--- config.mk ---
export PLATFORM = sky130hd
export DESIGN_NAME = gpio_axi_lite
export DESIGN_NICKNAME = d
export VERILOG_FILES = /design/src/rtl/gpio_axi_lite_pkg.sv /design/src/rtl/gpio_sync.sv /design/src/rtl/gpio_axi_lite.sv
export SDC_FILE = /design/constraint.sdc
export NUM_CORES = 1
export LEC_CHECK = 0
export CORE_UTILIZATION = 43
export DETAILED_ROUTE_END_ITERATION = 12
export PLACE_DENSITY_LB_ADDON = 0.1
export SKIP_LAST_GASP = 1
export SLEW_MARGIN = 5
export SYNTH_ARGS = -nofsm -noshare
export SYNTH_HDL_FRONTEND = slang
export SYNTH_SLANG_ARGS = --single-unit
export TNS_END_PERCENT = 5
--- constraint.sdc ---
create_clock -name aclk -period 3.87 [get_ports aclk]
set_input_delay 0.5805 -clock aclk [delete_from_list [all_inputs] [get_ports aclk]]
set_output_delay 0.5805 -clock aclk [all_outputs]
set_load 0.01 [all_outputs]
--- src/rtl/gpio_axi_lite_pkg.sv ---
// gpio_axi_lite_pkg: register map, ID value and response code shared by the GPIO block.
package gpio_axi_lite_pkg;
    // Register word index, i.e. byte offset >> 2
    typedef enum logic [3:0] {
        REG_VERSION = 4'h0,
        REG_CONTROL = 4'h1,
        REG_DIR     = 4'h2,
        REG_OUT     = 4'h3,
        REG_IN      = 4'h4,
        REG_MASK    = 4'h5,
        REG_EDGE    = 4'h6,
        REG_POL     = 4'h7,
        REG_STATUS  = 4'h8
    } reg_e;
    localparam logic [31:0] VERSION   = 32'h2025_0910;
    localparam logic [1:0]  RESP_OKAY = 2'b00;
endpackage

--- src/rtl/gpio_sync.sv ---
// gpio_sync: parameterized-width two-flop synchronizer for asynchronous pad inputs.
module gpio_sync #(
    parameter int P_WIDTH = 32
) (
    input  logic               i_clk,
    input  logic               i_rst_n,
    input  logic [P_WIDTH-1:0] i_d,
    output logic [P_WIDTH-1:0] o_q
);
    logic [P_WIDTH-1:0] r_meta;
    always_ff @(posedge i_clk or negedge i_rst_n) begin
        if (!i_rst_n) begin
            r_meta <= '0;
            o_q    <= '0;
        end else begin
            r_meta <= i_d;
            o_q    <= r_meta;
        end
    end
endmodule

--- src/rtl/gpio_axi_lite.sv ---
// gpio_axi_lite: AXI4-Lite GPIO with per-bit direction, edge/level interrupts and W1C status.
module gpio_axi_lite
    import gpio_axi_lite_pkg::*;
#(
    parameter int P_WIDTH = 32
) (
    input  logic               aclk,
    input  logic               aresetn,
    input  logic [31:0]        s_axi_lite_awaddr,
    input  logic               s_axi_lite_awvalid,
    output logic               s_axi_lite_awready,
    input  logic [31:0]        s_axi_lite_wdata,
    input  logic               s_axi_lite_wvalid,
    output logic               s_axi_lite_wready,
    output logic [1:0]         s_axi_lite_bresp,
    output logic               s_axi_lite_bvalid,
    input  logic               s_axi_lite_bready,
    input  logic [31:0]        s_axi_lite_araddr,
    input  logic               s_axi_lite_arvalid,
    output logic               s_axi_lite_arready,
    output logic [31:0]        s_axi_lite_rdata,
    output logic [1:0]         s_axi_lite_rresp,
    output logic               s_axi_lite_rvalid,
    input  logic               s_axi_lite_rready,
    input  logic [P_WIDTH-1:0] gpio_in,
    output logic [P_WIDTH-1:0] gpio_out,
    output logic [P_WIDTH-1:0] gpio_dir,
    output logic               interrupt
);
    logic [P_WIDTH-1:0] r_dir, r_out, r_mask, r_edge, r_pol, r_status, r_prev;
    logic [P_WIDTH-1:0] w_sync, w_evt, w_clr;
    logic               r_ie, r_irq, r_awready, r_bvalid, r_arready, r_rvalid;
    logic [31:0]        r_rdata, w_rdata;
    logic [3:0]         w_widx, w_ridx;
    logic               w_wr, w_rd, w_unused;

    gpio_sync #(.P_WIDTH(P_WIDTH)) u_sync (
        .i_clk   (aclk),
        .i_rst_n (aresetn),
        .i_d     (gpio_in),
        .o_q     (w_sync)
    );

    assign w_widx = s_axi_lite_awaddr[5:2];
    assign w_ridx = s_axi_lite_araddr[5:2];
    assign w_wr   = r_awready & s_axi_lite_awvalid & s_axi_lite_wvalid;
    assign w_rd   = r_arready & s_axi_lite_arvalid;
    assign w_clr  = (w_wr && w_widx == REG_STATUS) ? s_axi_lite_wdata[P_WIDTH-1:0] : '0;
    // Only input-direction bits can raise events
    assign w_evt  = r_dir & ((r_edge & r_pol & w_sync & ~r_prev)
                           | (r_edge & ~r_pol & ~w_sync & r_prev)
                           | (~r_edge & ~(w_sync ^ r_pol)));
    assign w_unused = &{1'b0, s_axi_lite_awaddr[31:6], s_axi_lite_awaddr[1:0],
                        s_axi_lite_araddr[31:6], s_axi_lite_araddr[1:0], s_axi_lite_wdata};

    always_comb begin
        w_rdata = '0;
        case (w_ridx)
            REG_VERSION: w_rdata = VERSION;
            REG_CONTROL: w_rdata[0] = r_ie;
            REG_DIR:     w_rdata[P_WIDTH-1:0] = r_dir;
            REG_OUT:     w_rdata[P_WIDTH-1:0] = r_out;
            REG_IN:      w_rdata[P_WIDTH-1:0] = w_sync;
            REG_MASK:    w_rdata[P_WIDTH-1:0] = r_mask;
            REG_EDGE:    w_rdata[P_WIDTH-1:0] = r_edge;
            REG_POL:     w_rdata[P_WIDTH-1:0] = r_pol;
            REG_STATUS:  w_rdata[P_WIDTH-1:0] = r_status;
            default:     w_rdata = '0;
        endcase
    end

    always_ff @(posedge aclk or negedge aresetn) begin
        if (!aresetn) begin
            r_dir    <= '1;
            r_out    <= '0;
            r_mask   <= '0;
            r_edge   <= '0;
            r_pol    <= '0;
            r_status <= '0;
            r_prev   <= '0;
            r_ie     <= 1'b0;
            r_irq    <= 1'b0;
        end else begin
            if (w_wr) begin
                case (w_widx)
                    REG_CONTROL: r_ie   <= s_axi_lite_wdata[0];
                    REG_DIR:     r_dir  <= s_axi_lite_wdata[P_WIDTH-1:0];
                    REG_OUT:     r_out  <= s_axi_lite_wdata[P_WIDTH-1:0];
                    REG_MASK:    r_mask <= s_axi_lite_wdata[P_WIDTH-1:0];
                    REG_EDGE:    r_edge <= s_axi_lite_wdata[P_WIDTH-1:0];
                    REG_POL:     r_pol  <= s_axi_lite_wdata[P_WIDTH-1:0];
                    default: ;
                endcase
            end
            r_status <= (r_status & ~w_clr) | w_evt;
            r_prev   <= w_sync;
            r_irq    <= r_ie & |(r_status & r_mask);
        end
    end

    // Ready pulses for one cycle; the handshake edge is the one where it is high
    always_ff @(posedge aclk or negedge aresetn) begin
        if (!aresetn) begin
            r_awready <= 1'b0;
            r_bvalid  <= 1'b0;
            r_arready <= 1'b0;
            r_rvalid  <= 1'b0;
            r_rdata   <= '0;
        end else begin
            r_awready <= !r_awready && s_axi_lite_awvalid && s_axi_lite_wvalid && !r_bvalid;
            r_bvalid  <= w_wr | (r_bvalid & ~s_axi_lite_bready);
            r_arready <= !r_arready && s_axi_lite_arvalid && !r_rvalid;
            r_rvalid  <= w_rd | (r_rvalid & ~s_axi_lite_rready);
            if (w_rd) r_rdata <= w_rdata;
        end
    end

    assign s_axi_lite_awready = r_awready;
    assign s_axi_lite_wready  = r_awready;
    assign s_axi_lite_bvalid  = r_bvalid;
    assign s_axi_lite_bresp   = RESP_OKAY;
    assign s_axi_lite_arready = r_arready;
    assign s_axi_lite_rvalid  = r_rvalid;
    assign s_axi_lite_rdata   = r_rdata;
    assign s_axi_lite_rresp   = RESP_OKAY;
    assign gpio_dir           = r_dir;
    assign gpio_out           = r_out;
    assign interrupt          = r_irq;
endmodule

==> results.json, run 1 <==
{
  "die_h_um": 181,
  "path_buf_inv": 2,
  "synth_area_leader_cell": "dfrtp_1",
  "start_util_pct": 43.5,
  "vias": 9736,
  "grt_use_total_pct": 24.0,
  "ff2ff_setup_slack_ns": 1.44,
  "synth-edff-count": 0,
  "crit_arrival_ns": 2.97,
  "cap_violations": 0,
  "synth.area.top_cells": "dfrtp_1 54%, mux2_2 8.8%, dfstp_2 6.1%, mux2i_1 3.7%, mux2_1 2.7%",
  "cp_max_fo": 20,
  "clockBufferDepth": 3,
  "final_antenna_net_count": 0,
  "layout.nets": 1427,
  "drtIter0Drc": 783,
  "fmax_mhz": 388,
  "pwr-share-clk_pct": 43.1,
  "layout_min_cycle_time_ns": 2.58,
  "hold_class": "in -> async",
  "cpLargestDelayFamily": "simple AND/OR/NAND/NOR gates",
  "ir_drop_v": 0.000312,
  "grt_max_degree": 107,
  "ios": 241,
  "synth_seq_cells": 326,
  "dp_cells": 1654,
  "clock_skew_ns": 0.0117,
  "syn_area_per_cell_um2": 12.4,
  "cts-root-buf": "clkbuf_16",
  "critPathCaptureType": "register",
  "synth_seq_area_share_pct": 59.8,
  "port_buffers": 180,
  "critical_path_depth": 5,
  "area_growth_pct": 27.0,
  "finalCritPeriodShare_pct": 66.6,
  "ys_warn_count": 0,
  "worstPathCellList": "clkdlybuf4s50_1, nand4_1, or4b_2, buf_12, mux2_1",
  "leakagePower_nw": 7.59,
  "worst-r2r-cell-count": 4,
  "place_congestion": 0.809,
  "pwr-share-seq_pct": 45.5,
  "setup_viol": 0,
  "clk_latency_ns": 0.52,
  "worst_slew_pin_slew_ns": 0.867,
  "clk_pin_slew_ns": 0.06,
  "synth-main-ff-cell": "dfrtp_1",
  "antenna_found_initial": 1,
  "async_flop_share_pct": 100,
  "syn_inst": 1103,
  "core_area_um2": 31500,
  "drive_above_1_share_pct": 18.6,
  "rr_endpoint": "gpio_out[9]",
  "critical_path.endpoint": "gpio_out[9]",
  "slowest_stage": "or4b_2",
  "grtUsageMet3_pct": 3.50,
  "die_w_um": 181,
  "cts.sinks": 326,
  "cp-start-kind": "input port",
  "fin_cells": 1725,
  "path_class": "in -> reg",
  "dieArea_um2": 32600,
  "critPathLaunch": "s_axi_lite_wvalid",
  "cts_made_buffers": 38,
  "rsz0062_at_grt": "no",
  "cts-hold-fix-buffers": 0,
  "status": "finished, final reports clean",
  "use_met1_pct": 34.3,
  "post_cts_resized": 0,
  "num-fill-cells": 2681,
  "synth_cell_types": 50,
  "postCtsSetupBuffers": 0,
  "syn_area_um2": 13700,
  "p_per_area_nw_per_um2": 497,
  "drt_first_pass_iters": 7,
  "hpwl_mm": 24.2,
  "internal-power_mw": 6.56,
  "switching_share_pct": 24.1,
  "p_comb_share_pct": 11.4,
  "tns_ns": 0,
  "synth_top_area_share_pct": 53.7,
  "critPathRequiredTime_ns": 4.27,
  "r2r-start": "s_axi_lite_awready",
  "slew_headroom_pct": 42.2,
  "grt_use_met2_pct": 37.6,
  "grt_pass1_wl_mm": 59.7,
  "slew_violations": 0,
  "wl_mm": 38.1,
  "hold_viol": 0,
  "drc": 0,
  "rows": 65,
  "max_stage_delay_ns": 0.98,
  "switchingPower_mw": 2.09,
  "top_usage_layer": "met2",
  "grt_pass1_vias": 9904,
  "grt_overflow": 0,
  "holdWs_ns": 0.153,
  "htreeDepth": 2,
  "cts_tree": "done",
  "wire_per_inst_um": 22.1,
  "via_per_inst": 5.64
}
==> worst register-to-register path, stage by stage (launching register included) <==
cell and delay [ns]:
dfrtp_1 0.42, nand4_1 0.25, or4b_2 0.98, buf_12 0.31, mux2_1 0.34
==> state kept, by name (all words and copies together), names as in the netlist, 32 cells and up <==
name              count
gpio_dir             32
r_prev               32
s_axi_lite_rdata     32
u_sync.o_q           32
u_sync.r_meta        32
r_mask               32
r_edge               32
r_pol                32
gpio_out             32
r_status             32
==> worst min path at each step <==
| stage | slack, ns | startpoint | endpoint |
|---|---|---|---|
| 2_1_floorplan | 0.28 | aresetn | gpio_out[0] |
| 3_3_place_gp | 0.33 | u_sync.r_meta[10] | u_sync.o_q[10] |
| 3_5_place_dp | 0.33 | u_sync.r_meta[0] | u_sync.o_q[0] |
| 4_1_cts | 0.19 | aresetn | u_sync.r_meta[16] |
| 5_1_grt | 0.22 | aresetn | u_sync.o_q[20] |
| 6_report | 0.15 | aresetn | gpio_out[20] |
==> per-layer routing <==
metal  vias up  wire [um]
li1       4455          -
met1      4880      17300
met2       330      17500
met3        71       2260
met4         0       1050
met5         -          0
==> layout make-up <==
cell class | instances | area (um2) | share of cell area (%)
flip-flops and latches | 326 | 8200 | 47.1
multi-input cells | 685 | 5160 | 29.7
repair buffers | 212 | 2110 | 12.1
clock buffers | 63 | 1220 | 7.00
well taps | 402 | 503 | 2.89
clock inverters | 7 | 110 | 0.632
inverters | 29 | 109 | 0.625
diodes | 1 | 2.50 | 0.0144
==> cells in the mapped netlist (all sizes together) (2+ instances only) <==
cell,count
mux2i,51
dfstp,32
nand3b,7
a22oi,36
dfrtp,294
buf,40
nor4bb,3
nand2b,2
mux2,140
nor3,28
inv,29
nor4b,4
a32o,3
nor2,5
clkbuf,26
o31a,3
a222oi,5
o21ai,54
a21o,2
nand4,8
o31ai,8
and2,2
nor2b,40
a2bb2oi,20
nand2,99
nand3,9
a221oi,2
or3b,2
a32oi,5
o2bb2ai,29
o22ai,30
nor3b,2
a22o,11
a21oi,38
a31oi,25
==> cells by family after synthesis <==
kind of cell | synth area share (%)
AOI/OAI and AO/OA | 13.7
buffers and inverters | 3.12
DFF | 59.8
muxes | 15.2
other | 0.0274
and+or+nand+nor | 8.07
==> cell usage in the layout, fill, tap and decap left out, drive strengths merged, types with 4 or more instances in the layout <==
cell	synthesis	layout
dfrtp	294	294
clkdlybuf4s50	0	178
mux2	140	140
nand2	99	99
clkbuf	26	63
o21ai	54	54
mux2i	51	51
nor2b	40	40
a21oi	38	38
a22oi	36	36
buf	40	34
dfstp	32	32
o22ai	30	30
inv	29	29
o2bb2ai	29	29
nor3	28	28
a31oi	25	25
a2bb2oi	20	20
a22o	11	11
nand3	9	9
o31ai	8	8
nand4	8	8
nand3b	7	7
a32oi	5	5
a222oi	5	5
nor2	5	5
conb	1	4
clkinv	0	4
nor4b	4	4
==> power by group through the flow <==
stage	Clock [mW]	Sequential [mW]	Combinational (mW)
after floorplan	0	3.96	0.412
after global placement	0	3.98	0.974
final	3.73	3.93	0.983
after global routing	3.95	3.97	1.08
after detailed placement	0	3.99	0.989
after CTS	3.79	3.93	0.994
==> through the flow <==
| stage | setup slack, ns | cell area [um2] | utilization, % | power [mW] |
|---|---|---|---|---|
| 2_1_floorplan | 1.94 | 13700 | - | 4.37 |
| 5_1_grt | 1.23 | 17400 | 55.3 | 9.00 |
| 6_report | 1.29 | 17400 | 55.3 | 8.65 |
| 3_5_place_dp | 0.770 | 16100 | 51.1 | 4.98 |
| 4_1_cts | 1.29 | 17400 | 55.3 | 8.72 |
| 3_3_place_gp | 0.790 | 16100 | 51.1 | 4.96 |
Note: power is estimated with default switching activity, not from simulation.
==> inputs of run 2 (changes only) <==
==> constraint.sdc (replaced) <==
create_clock -name aclk -period 2.55 [get_ports aclk]
set_input_delay 0.3825 -clock aclk [delete_from_list [all_inputs] [get_ports aclk]]
set_output_delay 0.3825 -clock aclk [all_outputs]
set_load 0.01 [all_outputs]
==> run 2 against run 1 <==
Against the previous run:
- global-route usage is 0.47 points lower
- hold slack better by 0.14 ns
- largest cell class unchanged
- final area is 1.6% higher
- non-clock buffer count is 28 higher
- clock power is 48% higher
- sequential power is 52% higher
- flip-flop and latch count stayed put
- power is 50% higher
- clock skew is 0.0082 ns higher
==> results.json, run 2 (same netlist as run 1, synthesis figures left out) <==
{
  "status": "finished, final reports clean",
  "path_buf_inv": 1,
  "cts-root-buf": "clkbuf_16",
  "worstHoldPathCells": 1,
  "cts-hold-fix-buffers": 1,
  "postCtsSetupBuffers": 0,
  "placed_area_um2": 16400,
  "drtIter0Drc": 713,
  "holdWs_ns": 0.293,
  "vias": 9790,
  "die_w_um": 181,
  "clockBufferDepth": 3,
  "crit_arrival_ns": 1.69,
  "cp_max_fo": 4,
  "worstPathCellList": "clkdlybuf4s50_1",
  "hold_class": "in -> reg",
  "grt_use_total_pct": 23.5,
  "clk_pin_slew_ns": 0.06,
  "slew_violations": 0,
  "final_antenna_net_count": 0,
  "htreeDepth": 2,
  "cp-start-kind": "register",
  "drive_above_1_share_pct": 20.4,
  "final_common_cell": "dfrtp_1",
  "start_util_pct": 43.5,
  "setup_viol": 0,
  "drt_first_pass_iters": 5,
  "finalCritPeriodShare_pct": 81.2,
  "final_util_pct": 56.2,
  "grt_overflow": 0,
  "area_growth_pct": 29.1,
  "die_h_um": 181,
  "critPathCaptureType": "primary output",
  "layout_min_cycle_time_ns": 2.07,
  "slowest_stage": "clkdlybuf4s50_1",
  "grt_pass1_wl_mm": 58.8,
  "dp_cells": 1681,
  "critical_path_depth": 1,
  "rsz0062_at_grt": "no",
  "wire_per_inst_um": 21.6,
  "post_cts_resized": 0,
  "cts_made_buffers": 37,
  "cts.sinks": 326,
  "hold_viol": 0,
  "drc": 0,
  "tns_ns": 0,
  "stdcell_area_um2": 17700,
  "place_congestion": 0.834,
  "hpwl_mm": 25.1,
  "worst-r2r-cell-count": 4,
  "num_antenna_cells": 0,
  "fmax_mhz": 483,
  "core_area_um2": 31500,
  "clock_skew_ns": 0.0199,
  "ios": 241,
  "rows": 65,
  "final_cell_mix": "294 x dfrtp_1, 178 x clkdlybuf4s50_1, 107 x mux2_2",
  "slew_headroom_pct": 54.4,
  "ir_drop_v": 0.000456,
  "cts_tree": "done",
  "ff2ff_setup_slack_ns": 0.58,
  "port_buffers": 180,
  "cap_violations": 0,
  "antenna_found_initial": 0,
  "critPathRequiredTime_ns": 2.17,
  "clk_latency_ns": 0.52,
  "max_stage_delay_ns": 0.60,
  "worst_slew_pin_slew_ns": 0.681,
  "via_per_inst": 5.60,
  "path_class": "reg -> out",
  "dieArea_um2": 32600,
  "p_per_area_nw_per_um2": 735,
  "grt_max_degree": 80,
  "layout.nets": 1454,
  "wl_mm": 37.7,
  "fin_cells": 1748,
  "cpLargestDelayFamily": "buffers and inverters",
  "leakagePower_nw": 7.74,
  "grt_pass1_vias": 9836
}
-- run 2: cell types whose count changed in the layout (fill, tap and decap cells not counted), sizes merged --
| cell | change |
|---|---|
| inv | +1 |
| clkbuf | -11 |
| bufinv | +1 |
| clkinv | +5 |
| diode | -1 |
| dlygate4sd3 | +1 |
| buf | +27 |
-- run 2: area by class of cell --
type / count / area, um2
Tap cell: 402 / 503
Clock inverter: 14 / 178
Timing Repair Buffer: 240 / 2430
Clock buffer: 52 / 1100
Inverter: 29 / 109
Multi-Input combinational cell: 685 / 5160
Fill cell: 2660 / 13800
Sequential cell: 326 / 8200
-- run 2: per-stage QoR --
step,setup slack [ns],power [mW]
finish,0.479,13.0
global route,0.416,13.6
CTS,0.464,13.2
detailed placement,0.0833,7.58
global placement,0.127,7.56
floorplan,0.759,6.64
-- run 2: path summary, 6_finish.rpt --
kind | start | endpoint
worst max-delay path | gpio_dir[0] | gpio_dir[0]
worst min-delay path | gpio_in[7] | u_sync.r_meta[7]
worst max register to register | s_axi_lite_awready | gpio_out[21]
worst min register to register | u_sync.r_meta[0] | u_sync.o_q[0]
max in group asynchronous | aresetn | gpio_dir[31]
min in group asynchronous | aresetn | r_mask[15]
-- run 2: where the power goes --
| part | internal, mW | switching, mW |
|---|---|---|
| registers | 5.61 | 0.361 |
| logic | 0.813 | 0.701 |
| clock network | 3.43 | 2.09 |
| total | 9.85 | 3.16 |
-- run 2: layer usage --
layer	up-vias	global-route usage (%)	wire (um)	part of all wire [%]
li1	4496	-	-	-
met1	4924	32.9	17000	45
met2	311	37.8	17800	47
met3	59	3.92	2090	5.5
met4	0	6.32	845	2.2
met5	-	0	0	0
==> inputs of run 3 (changes only) <==
==> constraint.sdc (replaced) <==
create_clock -name aclk -period 2.2 [get_ports aclk]
set_input_delay 0.33 -clock aclk [delete_from_list [all_inputs] [get_ports aclk]]
set_output_delay 0.33 -clock aclk [all_outputs]
set_load 0.01 [all_outputs]
==> run 3 against run 2 <==
Against the previous run:
- combinational power increased by 18%
- sequential power up 16%
- global-route usage increased by 0.51 points
- clock skew shrank 0.0010 ns
- critical path depth did not move
- largest cell class unchanged
- largest power group unchanged
==> results.json, run 3 (same netlist as run 1, synthesis figures left out) <==
{
  "status": "finished, final reports clean",
  "fmax_mhz": 493,
  "wl_met1_mm": 17.1,
  "cp_max_fo": 4,
  "antenna_found_initial": 1,
  "crit_arrival_ns": 1.70,
  "path_buf_inv": 1,
  "dieArea_um2": 32600,
  "worst-r2r-cell-count": 4,
  "max_stage_delay_ns": 0.61,
  "critical_path_depth": 1,
  "cts_tree": "done",
  "drtIter0Drc": 796,
  "layout.nets": 1467,
  "rows": 65,
  "grt_max_degree": 77,
  "clockBufferDepth": 3,
  "area_growth_pct": 29.5,
  "grt_pass1_vias": 10140,
  "critPathRequiredTime_ns": 1.87,
  "drt_first_pass_iters": 5,
  "die_h_um": 181,
  "clk_latency_ns": 0.52,
  "critPathCaptureType": "primary output",
  "final_antenna_net_count": 0,
  "drc": 0,
  "vias": 9897,
  "hold_class": "in -> reg",
  "p_total_mw": 14.8,
  "topRoutingLayerUsed": "met4",
  "hold_viol": 0,
  "worstHoldPathCells": 1,
  "htreeDepth": 2,
  "setup_viol": 0,
  "hpwl_mm": 26.0,
  "cts-hold-fix-buffers": 1,
  "slew_headroom_pct": 52.7,
  "dp_cells": 1695,
  "wire_per_inst_um": 21.6,
  "met2WireLength_mm": 18.2,
  "wl_mm": 38.1,
  "placed_area_um2": 16500,
  "fin_cells": 1763,
  "postCtsSetupBuffers": 0,
  "worst_slew_pin_slew_ns": 0.707,
  "slew_violations": 0,
  "cpLargestDelayFamily": "buffers and inverters",
  "final_common_cell": "dfrtp_1",
  "p_per_area_nw_per_um2": 831,
  "cts_made_buffers": 36,
  "finalCritPeriodShare_pct": 92.2,
  "start_util_pct": 43.5,
  "rsz0062_at_grt": "no",
  "cp-start-kind": "register",
  "cts.sinks": 326,
  "grt_use_total_pct": 24.0,
  "leakagePower_nw": 7.79,
  "final_cell_mix": "294 x dfrtp_1, 178 x clkdlybuf4s50_1, 107 x mux2_2",
  "die_w_um": 181,
  "grt_pass1_wl_mm": 60.0,
  "core_area_um2": 31500,
  "grt_overflow": 0,
  "slowest_stage": "clkdlybuf4s50_1",
  "stdcell_area_um2": 17700,
  "drive_above_1_share_pct": 21.0,
  "post_cts_resized": 0,
  "clk_pin_slew_ns": 0.06,
  "ir_drop_v": 0.000520,
  "ios": 241,
  "place_congestion": 0.831,
  "port_buffers": 180,
  "cap_violations": 0,
  "cts-root-buf": "clkbuf_16",
  "clock_skew_ns": 0.0189,
  "layout_min_cycle_time_ns": 2.03,
  "path_class": "reg -> out",
  "worstPathCellList": "clkdlybuf4s50_1",
  "holdWs_ns": 0.243,
  "via_per_inst": 5.61,
  "tns_ns": 0,
  "dr_wl_met3_mm": 2.01
}
## run 3: changes by cell type in the layout (fill, tap and decap cells not counted), sizes merged
cell	before	now
clkbuf	52	55
inv	30	31
diode	0	1
buf	61	75
bufinv	4	2
clkinv	9	7
## run 3: worst paths after layout
path | startpoint | end | slack (ns)
worst min register to register | u_sync.r_meta[14] | u_sync.o_q[14] | 0.35
worst max-delay path | gpio_dir[0] | gpio_dir[0] | 0.17
worst max register to register | s_axi_lite_awready | gpio_out[11] | 0.22
worst min-delay path | gpio_in[14] | u_sync.r_meta[14] | 0.24
min in group asynchronous | aresetn | u_sync.r_meta[8] | 0.30
max in group asynchronous | aresetn | gpio_dir[3] | 1.13
## run 3: power by group
part | internal [mW] | switching (mW)
Combinational | 0.956 | 0.828
Sequential | 6.51 | 0.422
Clock | 3.67 | 2.37
Total | 11.1 | 3.62
## run 3: cell type report
type / instances / area [um2]
Inverter: 29 / 109
Clock buffer: 55 / 1090
Sequential cell: 326 / 8200
Antenna cell: 1 / 2.50
Tap cell: 402 / 503
Timing Repair Buffer: 254 / 2560
Multi-Input combinational cell: 685 / 5160
Fill cell: 2646 / 13700
Clock inverter: 11 / 113
## run 3: stage by stage
step | util (%) | worst slack [ns]
global route | 56.4 | 0.130
CTS | 56.4 | 0.165
finish | 56.4 | 0.172
global placement | 52.5 | -0.189
floorplan | - | 0.409
detailed placement | 52.5 | -0.201
## run 3: metal layers
metal / track usage, % / vias to the layer above
li1: - / 4520
met1: 33.3 / 5046
met2: 39.1 / 278
met3: 4.24 / 53
met4: 6.05 / 0
met5: 0 / -
